[config.mk]
export PLATFORM = sky130hd
export DESIGN_NAME = vram_scanout_flat
export DESIGN_NICKNAME = d
export VERILOG_FILES = /design/src/rtl/vid_pkg.sv /design/src/rtl/vram_scanout_if.sv /design/src/rtl/vid_timing.sv /design/src/rtl/vram_scanout.sv /design/src/flat_wrapper.sv
export SDC_FILE = /design/constraint.sdc
export NUM_CORES = 1
export LEC_CHECK = 0
export CAP_MARGIN = 0
export CORE_UTILIZATION = 47
export DETAILED_ROUTE_END_ITERATION = 8
export PLACE_DENSITY = 0.85
export SYNTH_ARGS = -nofsm -noshare
export SYNTH_HDL_FRONTEND = slang
export SYNTH_SLANG_ARGS = --single-unit
[constraint.sdc]
create_clock -name vid_clk -period 1.92 [get_ports vid_clk]
set_input_delay 0.48 -clock vid_clk [delete_from_list [all_inputs] [get_ports vid_clk]]
set_output_delay 0.48 -clock vid_clk [all_outputs]
set_load 0.005 [all_outputs]
[src/rtl/vid_pkg.sv]
// vid_pkg: shared video timing constants, derived totals
// and pixel/colour types for the display path.
package vid_pkg;

    localparam int H_ACTIVE_DEF = 640;
    localparam int H_FP_DEF     = 16;
    localparam int H_SYNC_DEF   = 96;
    localparam int H_BP_DEF     = 48;
    localparam int V_ACTIVE_DEF = 480;
    localparam int V_FP_DEF     = 10;
    localparam int V_SYNC_DEF   = 2;
    localparam int V_BP_DEF     = 33;

    localparam int H_TOTAL = H_ACTIVE_DEF + H_FP_DEF
                           + H_SYNC_DEF + H_BP_DEF;
    localparam int V_TOTAL = V_ACTIVE_DEF + V_FP_DEF
                           + V_SYNC_DEF + V_BP_DEF;

    localparam int SRC_W_DEF = 160;
    localparam int SRC_H_DEF = 144;
    localparam int SCALE_DEF = 3;
    localparam int X_OFS_DEF = 80;
    localparam int Y_OFS_DEF = 24;

    localparam int CNT_W   = 11;
    localparam int PIX_W   = 2;
    localparam int COORD_W = 8;

    typedef logic [CNT_W-1:0]   cnt_t;
    typedef logic [PIX_W-1:0]   pix_t;
    typedef logic [COORD_W-1:0] coord_t;
    typedef logic [1:0]         sub_t;
    typedef logic [11:0]        rgb12_t;

    function automatic rgb12_t pal_lookup(
        input logic [47:0] pal,
        input pix_t        idx
    );
        rgb12_t c;
        c = '0;
        unique case (idx)
            2'd0: c = pal[11:0];
            2'd1: c = pal[23:12];
            2'd2: c = pal[35:24];
            2'd3: c = pal[47:36];
        endcase
        return c;
    endfunction

endpackage

[src/rtl/vram_scanout_if.sv]
// vram_scanout_if: read port of the framebuffer VRAM.
// master = scanout, slave = memory.
interface vram_scanout_if;
    import vid_pkg::*;

    logic        vramclk;
    logic [15:0] vramaddr;
    pix_t        vramdata;

    modport master (
        output vramclk,
        output vramaddr,
        input  vramdata
    );

    modport slave (
        input  vramclk,
        input  vramaddr,
        output vramdata
    );

endinterface

[src/rtl/vid_timing.sv]
// vid_timing: raster counters with active/sync decode,
// shareable by any display path.
module vid_timing
    import vid_pkg::*;
#(
    parameter int H_ACTIVE = H_ACTIVE_DEF,
    parameter int H_FP     = H_FP_DEF,
    parameter int H_SYNC   = H_SYNC_DEF,
    parameter int H_BP     = H_BP_DEF,
    parameter int V_ACTIVE = V_ACTIVE_DEF,
    parameter int V_FP     = V_FP_DEF,
    parameter int V_SYNC   = V_SYNC_DEF,
    parameter int V_BP     = V_BP_DEF
) (
    input  logic vid_clk,
    input  logic rst_n,
    output cnt_t hcnt_o,
    output cnt_t vcnt_o,
    output logic active_o,
    output logic hsync_o,
    output logic vsync_o,
    output logic line_end_o,
    output logic frame_end_o
);

    localparam cnt_t HMAX = cnt_t'(H_ACTIVE + H_FP + H_SYNC + H_BP - 1);
    localparam cnt_t VMAX = cnt_t'(V_ACTIVE + V_FP + V_SYNC + V_BP - 1);
    localparam cnt_t HACT = cnt_t'(H_ACTIVE);
    localparam cnt_t VACT = cnt_t'(V_ACTIVE);
    localparam cnt_t HS0  = cnt_t'(H_ACTIVE + H_FP);
    localparam cnt_t HS1  = cnt_t'(H_ACTIVE + H_FP + H_SYNC);
    localparam cnt_t VS0  = cnt_t'(V_ACTIVE + V_FP);
    localparam cnt_t VS1  = cnt_t'(V_ACTIVE + V_FP + V_SYNC);

    cnt_t hcnt_q, hcnt_d;
    cnt_t vcnt_q, vcnt_d;

    // Next raster position: wrap the line, then the frame.
    always_comb begin
        hcnt_d = hcnt_q + cnt_t'(1);
        vcnt_d = vcnt_q;
        if (hcnt_q == HMAX) begin
            hcnt_d = '0;
            vcnt_d = (vcnt_q == VMAX) ? '0 : vcnt_q + cnt_t'(1);
        end
    end

    // Raster position registers.
    always_ff @(posedge vid_clk) begin
        if (!rst_n) begin
            hcnt_q <= '0;
            vcnt_q <= '0;
        end else begin
            hcnt_q <= hcnt_d;
            vcnt_q <= vcnt_d;
        end
    end

    assign hcnt_o      = hcnt_q;
    assign vcnt_o      = vcnt_q;
    assign active_o    = (hcnt_q < HACT) && (vcnt_q < VACT);
    assign hsync_o     = !((hcnt_q >= HS0) && (hcnt_q < HS1));
    assign vsync_o     = !((vcnt_q >= VS0) && (vcnt_q < VS1));
    assign line_end_o  = (hcnt_q == HMAX);
    assign frame_end_o = (hcnt_q == HMAX) && (vcnt_q == VMAX);

endmodule

[src/rtl/vram_scanout.sv]
// vram_scanout: upscales the 2bpp framebuffer into a video
// stream with border and frame-latched palette.
module vram_scanout
    import vid_pkg::*;
#(
    parameter int H_ACTIVE = H_ACTIVE_DEF,
    parameter int H_FP     = H_FP_DEF,
    parameter int H_SYNC   = H_SYNC_DEF,
    parameter int H_BP     = H_BP_DEF,
    parameter int V_ACTIVE = V_ACTIVE_DEF,
    parameter int V_FP     = V_FP_DEF,
    parameter int V_SYNC   = V_SYNC_DEF,
    parameter int V_BP     = V_BP_DEF,
    parameter int SRC_W    = SRC_W_DEF,
    parameter int SRC_H    = SRC_H_DEF,
    parameter int SCALE    = SCALE_DEF,
    parameter int X_OFS    = X_OFS_DEF,
    parameter int Y_OFS    = Y_OFS_DEF
) (
    input  logic           vid_clk,
    input  logic           rst_n,
    vram_scanout_if.master vram,
    input  logic [47:0]    pal,
    input  rgb12_t         border,
    output logic [3:0]     out_r,
    output logic [3:0]     out_g,
    output logic [3:0]     out_b,
    output logic           out_hsync,
    output logic           out_vsync,
    output logic           out_de,
    output logic           frame_start
);

    localparam cnt_t   XLO  = cnt_t'(X_OFS);
    localparam cnt_t   XHI  = cnt_t'(X_OFS + SRC_W * SCALE);
    localparam cnt_t   YLO  = cnt_t'(Y_OFS);
    localparam cnt_t   YHI  = cnt_t'(Y_OFS + SRC_H * SCALE);
    localparam sub_t   SMAX = sub_t'(SCALE - 1);
    localparam coord_t XMAX = coord_t'(SRC_W - 1);
    localparam coord_t YMAX = coord_t'(SRC_H - 1);

    cnt_t hcnt, vcnt;
    logic active, hsync, vsync, line_end, frame_end;

    vid_timing #(
        .H_ACTIVE (H_ACTIVE), .H_FP (H_FP),
        .H_SYNC   (H_SYNC),   .H_BP (H_BP),
        .V_ACTIVE (V_ACTIVE), .V_FP (V_FP),
        .V_SYNC   (V_SYNC),   .V_BP (V_BP)
    ) u_timing (
        .vid_clk     (vid_clk),
        .rst_n       (rst_n),
        .hcnt_o      (hcnt),
        .vcnt_o      (vcnt),
        .active_o    (active),
        .hsync_o     (hsync),
        .vsync_o     (vsync),
        .line_end_o  (line_end),
        .frame_end_o (frame_end)
    );

    logic hwin, vwin, inwin, origin;
    assign hwin   = (hcnt >= XLO) && (hcnt < XHI);
    assign vwin   = (vcnt >= YLO) && (vcnt < YHI);
    assign inwin  = active && hwin && vwin;
    assign origin = (hcnt == '0) && (vcnt == '0);

    sub_t   xsub_q, xsub_d, ysub_q, ysub_d;
    coord_t sx_q, sx_d, sy_q, sy_d;

    // Source coordinates by scale sub-counters; they saturate
    // at the image edge so the address holds past the window.
    always_comb begin
        xsub_d = xsub_q;
        sx_d   = sx_q;
        ysub_d = ysub_q;
        sy_d   = sy_q;
        if (inwin) begin
            if (xsub_q == SMAX) begin
                xsub_d = '0;
                if (sx_q != XMAX) sx_d = sx_q + coord_t'(1);
            end else begin
                xsub_d = xsub_q + sub_t'(1);
            end
        end
        if (line_end) begin
            xsub_d = '0;
            sx_d   = '0;
            if (vwin) begin
                if (ysub_q == SMAX) begin
                    ysub_d = '0;
                    if (sy_q != YMAX) sy_d = sy_q + coord_t'(1);
                end else begin
                    ysub_d = ysub_q + sub_t'(1);
                end
            end
        end
        if (frame_end) begin
            ysub_d = '0;
            sy_d   = '0;
        end
    end

    // Source coordinate registers double as the VRAM address.
    always_ff @(posedge vid_clk) begin
        if (!rst_n) begin
            xsub_q <= '0;
            sx_q   <= '0;
            ysub_q <= '0;
            sy_q   <= '0;
        end else begin
            xsub_q <= xsub_d;
            sx_q   <= sx_d;
            ysub_q <= ysub_d;
            sy_q   <= sy_d;
        end
    end

    assign vram.vramclk  = vid_clk;
    assign vram.vramaddr = {sy_q, sx_q};

    logic [47:0] pal_sh_q;
    rgb12_t      bord_sh_q;

    // Latch palette and border once per frame to avoid tearing.
    always_ff @(posedge vid_clk) begin
        if (!rst_n) begin
            pal_sh_q  <= '0;
            bord_sh_q <= '0;
        end else if (origin) begin
            pal_sh_q  <= pal;
            bord_sh_q <= border;
        end
    end

    logic   win1_q, act1_q, hs1_q, vs1_q, fs1_q;
    logic   de_q, hs_q, vs_q, fs_q;
    rgb12_t rgb_q, rgb_d;

    // Stage-2 colour select from the returned VRAM index.
    always_comb begin
        rgb_d = '0;
        if (win1_q) rgb_d = pal_lookup(pal_sh_q, vram.vramdata);
        else if (act1_q) rgb_d = bord_sh_q;
    end

    // Delay qualifiers alongside the VRAM read, register outputs.
    always_ff @(posedge vid_clk) begin
        if (!rst_n) begin
            win1_q <= 1'b0;
            act1_q <= 1'b0;
            hs1_q  <= 1'b1;
            vs1_q  <= 1'b1;
            fs1_q  <= 1'b0;
            rgb_q  <= '0;
            de_q   <= 1'b0;
            hs_q   <= 1'b1;
            vs_q   <= 1'b1;
            fs_q   <= 1'b0;
        end else begin
            win1_q <= inwin;
            act1_q <= active;
            hs1_q  <= hsync;
            vs1_q  <= vsync;
            fs1_q  <= origin;
            rgb_q  <= rgb_d;
            de_q   <= act1_q;
            hs_q   <= hs1_q;
            vs_q   <= vs1_q;
            fs_q   <= fs1_q;
        end
    end

    assign out_r       = rgb_q[11:8];
    assign out_g       = rgb_q[7:4];
    assign out_b       = rgb_q[3:0];
    assign out_de      = de_q;
    assign out_hsync   = hs_q;
    assign out_vsync   = vs_q;
    assign frame_start = fs_q;

endmodule

[src/flat_wrapper.sv]
// flat-port wrapper written by rule: the top's interface ports become plain ports
module vram_scanout_flat import vid_pkg::*;
#(
    parameter int H_ACTIVE = H_ACTIVE_DEF,
    parameter int H_FP     = H_FP_DEF,
    parameter int H_SYNC   = H_SYNC_DEF,
    parameter int H_BP     = H_BP_DEF,
    parameter int V_ACTIVE = V_ACTIVE_DEF,
    parameter int V_FP     = V_FP_DEF,
    parameter int V_SYNC   = V_SYNC_DEF,
    parameter int V_BP     = V_BP_DEF,
    parameter int SRC_W    = SRC_W_DEF,
    parameter int SRC_H    = SRC_H_DEF,
    parameter int SCALE    = SCALE_DEF,
    parameter int X_OFS    = X_OFS_DEF,
    parameter int Y_OFS    = Y_OFS_DEF
)
  (vid_clk, rst_n, pal, border, out_r, out_g, out_b, out_hsync, out_vsync, out_de, frame_start, vram_vramclk, vram_vramaddr, vram_vramdata);
  vram_scanout_if vram_i ();
  input  logic vid_clk;
  input  logic rst_n;
  input  logic [47:0] pal;
  input  rgb12_t border;
  output logic [3:0] out_r;
  output logic [3:0] out_g;
  output logic [3:0] out_b;
  output logic out_hsync;
  output logic out_vsync;
  output logic out_de;
  output logic frame_start;
  output wire logic [$bits(vram_i.vramclk)-1:0] vram_vramclk;
  output wire logic [$bits(vram_i.vramaddr)-1:0] vram_vramaddr;
  input wire logic [$bits(vram_i.vramdata)-1:0] vram_vramdata;
  assign vram_vramclk = vram_i.vramclk;
  assign vram_vramaddr = vram_i.vramaddr;
  assign vram_i.vramdata = vram_vramdata;
  vram_scanout #(.H_ACTIVE(H_ACTIVE), .H_FP(H_FP), .H_SYNC(H_SYNC), .H_BP(H_BP), .V_ACTIVE(V_ACTIVE), .V_FP(V_FP), .V_SYNC(V_SYNC), .V_BP(V_BP), .SRC_W(SRC_W), .SRC_H(SRC_H), .SCALE(SCALE), .X_OFS(X_OFS), .Y_OFS(Y_OFS)) u_core (.vid_clk(vid_clk), .rst_n(rst_n), .vram(vram_i), .pal(pal), .border(border), .out_r(out_r), .out_g(out_g), .out_b(out_b), .out_hsync(out_hsync), .out_vsync(out_vsync), .out_de(out_de), .frame_start(frame_start));
endmodule
==> flow_summary.ini, run 1 <==
[sta]
max_freq_ghz = 0.517
finalHoldViolations = 0
tightest_slew_ps = 543
drv_slew = 0
rsz0062_at_grt = true
finalClockSkew_ps = 8.60
fin_crit_sh_pct = 101
post-route-min-period_ps = 1930
max_slew_margin_pct = 63.4
worst_hold_slack_ps = 407
setup_slack_ps = -15.0
setup_viol = 7

[synth]
seq_area_frac_synth_pct = 46.2
synth_cell_types = 54
async_flop_share_pct = 0
synth_edf_count = 0
yosys_warnings = 0
mappedNetlistNets = 690
ys.flop_type = dfxtp_1
avgSynthCellArea_um2 = 8.59
netlist_area_mm2 = 0.00533
ys_seq_elements = 123
postSynthCellCount = 620

[critical_path]
worstSetupPathType = flop to flop
crit_chain = nand3_4 > nor4b_4 > nand4_4 > or3_4 > a21oi_2
timing.rr.start = u_core.u_timing.hcnt_o[2]
max_stage_delay_ps = 500
startpoint = u_core.u_timing.hcnt_o[2]
cp_max_fo = 6
path_depth = 5
worstPathRequired_ps = 2390
worst-path-buf-inv = 0
arrival_ps = 2400
crit_slowest_cell = dfxtp_1
path_delay_family = simple AND/OR/NAND/NOR gates
worst_r2r_path_depth = 5
cp-start-kind = flop
end_kind = flop

[placed_design]
place_hpwl_um = 9930
dp_cells = 860
port-buffer-count = 96
place.gp.congestion = 0.912

[global_route]
first_global_vias = 5217
grt_usage_pct = 28.0
grt_max_degree = 61
grt_pass1_wl_um = 25000
overflow = 0
antenna_found_initial = 0

[power_and_ir_drop]
power.density_mw_per_mm2 = 922
leakage_nw = 3.11
total_power_mw = 7.31
ir_drop_mv = 0.804

[floorplanning]
num_io_pins = 97
die_area_mm2 = 0.0118
core_area_mm2 = 0.0109
die_w_um = 108
rows = 38
initial_utilization_pct = 48.7
die_y_um = 108

[clocking]
hold_buffers = 0
clkTransAtPathRegs_ps = 60
cts_tree = done
clock_latency_ps = 540

[final_layout]
antenna_cells = 0
final_cell_count_no_fill = 918
fillers = 701
layout.nets = 836
regArea_mm2 = 0.00251
multiInputGateArea_mm2 = 0.00293
drive_above_1_share_pct = 26.2
layout-area-overhead-vs-synth_pct = 48.7
fin_util_pct = 72.5

[job]
max_cap_viol_count = 0

[route]
routed_wl_um = 17800
wl_per_cell_um = 19.4
first_iter_violations = 541
drt-pass1-iter-count = 6
via_per_inst = 5.89
ant_nets = 0
route.detailed.drc = 0
via_count = 5407

[min_path]
min-delay-path-class = flop to flop
hp-start = u_core.hs1_q
hold_path_depth = 1

[run_status]
violations = negative setup slack
status = finished, violations left
synthesized netlist by cell type, drive strengths merged, types with 2 or more instances:
cell type | number | share of area, %
ha | 6 | 1.4
nor3 | 9 | 0.94
nand3b | 3 | 0.42
a21oi | 90 | 8.6
o31ai | 5 | 0.70
nand2b | 4 | 0.47
xor2 | 10 | 1.6
nor2 | 55 | 3.9
nor2b | 2 | 0.23
buf | 16 | 1.9
dfxtp | 123 | 46
and2 | 7 | 0.87
nand4 | 12 | 1.8
o41ai | 2 | 0.61
or2 | 2 | 0.23
mux2i | 2 | 0.38
xnor2 | 10 | 1.6
inv | 9 | 0.63
nand4b | 2 | 0.45
clkbuf | 24 | 2.1
and3 | 5 | 0.59
mux4 | 12 | 5.1
or3 | 9 | 1.2
nor4 | 7 | 1.2
or4 | 8 | 1.1
and4 | 3 | 0.49
nand2 | 146 | 10
nand3 | 12 | 1.4
nor4b | 2 | 0.61
o21ai | 14 | 1.3
what timing repair did:
item / 4_1_cts / 5_1_grt
buffers inserted: 7 / 8
pin swaps: 16 / 34
gates cloned: 5 / 4
setup endpoints to repair: 113 / 105
gates resized for setup: 37 / 62
through the flow:
step | TNS, ps | cell area [um^2] | worst slack (ps)
4_1_cts | 0 | 7530 | 0.0717
2_1_floorplan | 0 | 5340 | 0.832
3_5_place_dp | -3910 | 6670 | -108
5_1_grt | -3080 | 7930 | -117
3_3_place_gp | -681 | 6670 | -60.1
6_report | -57.6 | 7930 | -15.0
layout by cell type (no fill, tap or decap), types with 5 or more instances in the layout:
| cell type | netlist | final |
|---|---|---|
| dfxtp_2 | 0 | 21 |
| a21oi_2 | 2 | 24 |
| nor2_1 | 55 | 52 |
| a21oi_1 | 88 | 66 |
| dfxtp_4 | 0 | 7 |
| xnor2_1 | 10 | 10 |
| nor3_1 | 8 | 5 |
| or3_1 | 8 | 6 |
| nand4_1 | 10 | 10 |
| o21ai_0 | 14 | 14 |
| buf_4 | 2 | 50 |
| clkdlybuf4s50_1 | 0 | 88 |
| mux4_2 | 12 | 12 |
| dfxtp_1 | 123 | 95 |
| nand2_1 | 146 | 143 |
| buf_12 | 0 | 7 |
| clkbuf_16 | 0 | 25 |
| or4_1 | 8 | 7 |
| dlygate4sd2_1 | 0 | 5 |
| xor2_1 | 10 | 10 |
| and3_1 | 5 | 5 |
| and2_1 | 6 | 6 |
| nand3_1 | 11 | 11 |
| clkinv_4 | 0 | 5 |
| inv_1 | 9 | 9 |
flip-flops by register name (all words and copies together) (netlist names):
register,cells
u_core.pal_sh_q,48
u_core.vs1_q,1
u_core.rgb_q,12
u_core.ysub_q,2
u_core.frame_start,1
u_core.fs1_q,1
u_core.u_timing.hcnt_o,11
u_core.sy_q,8
u_core.sx_q,8
u_core.hs1_q,1
u_core.bord_sh_q,12
u_core.out_de,1
u_core.xsub_q,2
u_core.act1_q,1
u_core.u_timing.vcnt_o,11
u_core.win1_q,1
u_core.out_vsync,1
u_core.out_hsync,1
power breakdown:
part           leakage (nW)  internal (mW)  switching (mW)  total (mW)
clock network         0.336           2.30            1.28        3.58
logic                  1.76          0.470           0.454       0.924
registers              1.02           2.70           0.107        2.81
path summary, 6_finish.rpt:
check,endpoint,slack [ps]
hold / removal,u_core.out_hsync,410
setup / recovery,u_core.sy_q[3],-10
hold reg to reg,u_core.out_hsync,410
setup reg to reg,u_core.sy_q[3],-10
logic make-up (layout without fill, tap and decap cells):
family          after synthesis  count (layout)  synth area share, %
flops                       123             123                 46.2
buf+inv                      50             203                 4.74
fa+ha+maj                     6               6                 1.41
simple gates                292             296                 26.8
compound gates              115             116                 12.1
mux                          14              14                 5.45
xor+xnor                     20              20                 3.29
worst reg2reg max path: cells and delay by family, from the launching register on:
family | cells | cell delay [ps]
AND/OR/NAND/NOR | 4 | 1250
flip-flops | 1 | 500
AO/OA/AOI/OAI | 1 | 110
area by class of cell:
cell class              count  share of cell area (%)
well taps                 140                    2.21
repair buffers            158                    20.0
clock inverters            13                    1.82
flip-flops and latches    123                    31.7
clock buffers              22                    6.80
multi-input cells         452                    36.9
inverters                  10                   0.474
routing by layer:
metal  vias to the layer above  global-route usage, %  share of wire, %
met1                      2622                   31.9                39
met2                       280                   45.6                49
met3                        73                   8.26               7.3
met4                         0                   18.3               4.7
li1                       2432                      -                 -
met5                         -                      0                 0
Note: power is estimated with default switching activity, not from simulation.
==> run 2, diff against run 1 <==
Settings changed: CAP_MARGIN 0 to default.
==> results of run 2 <==
Final layout, timing and power as in run 1 (identical DEF).
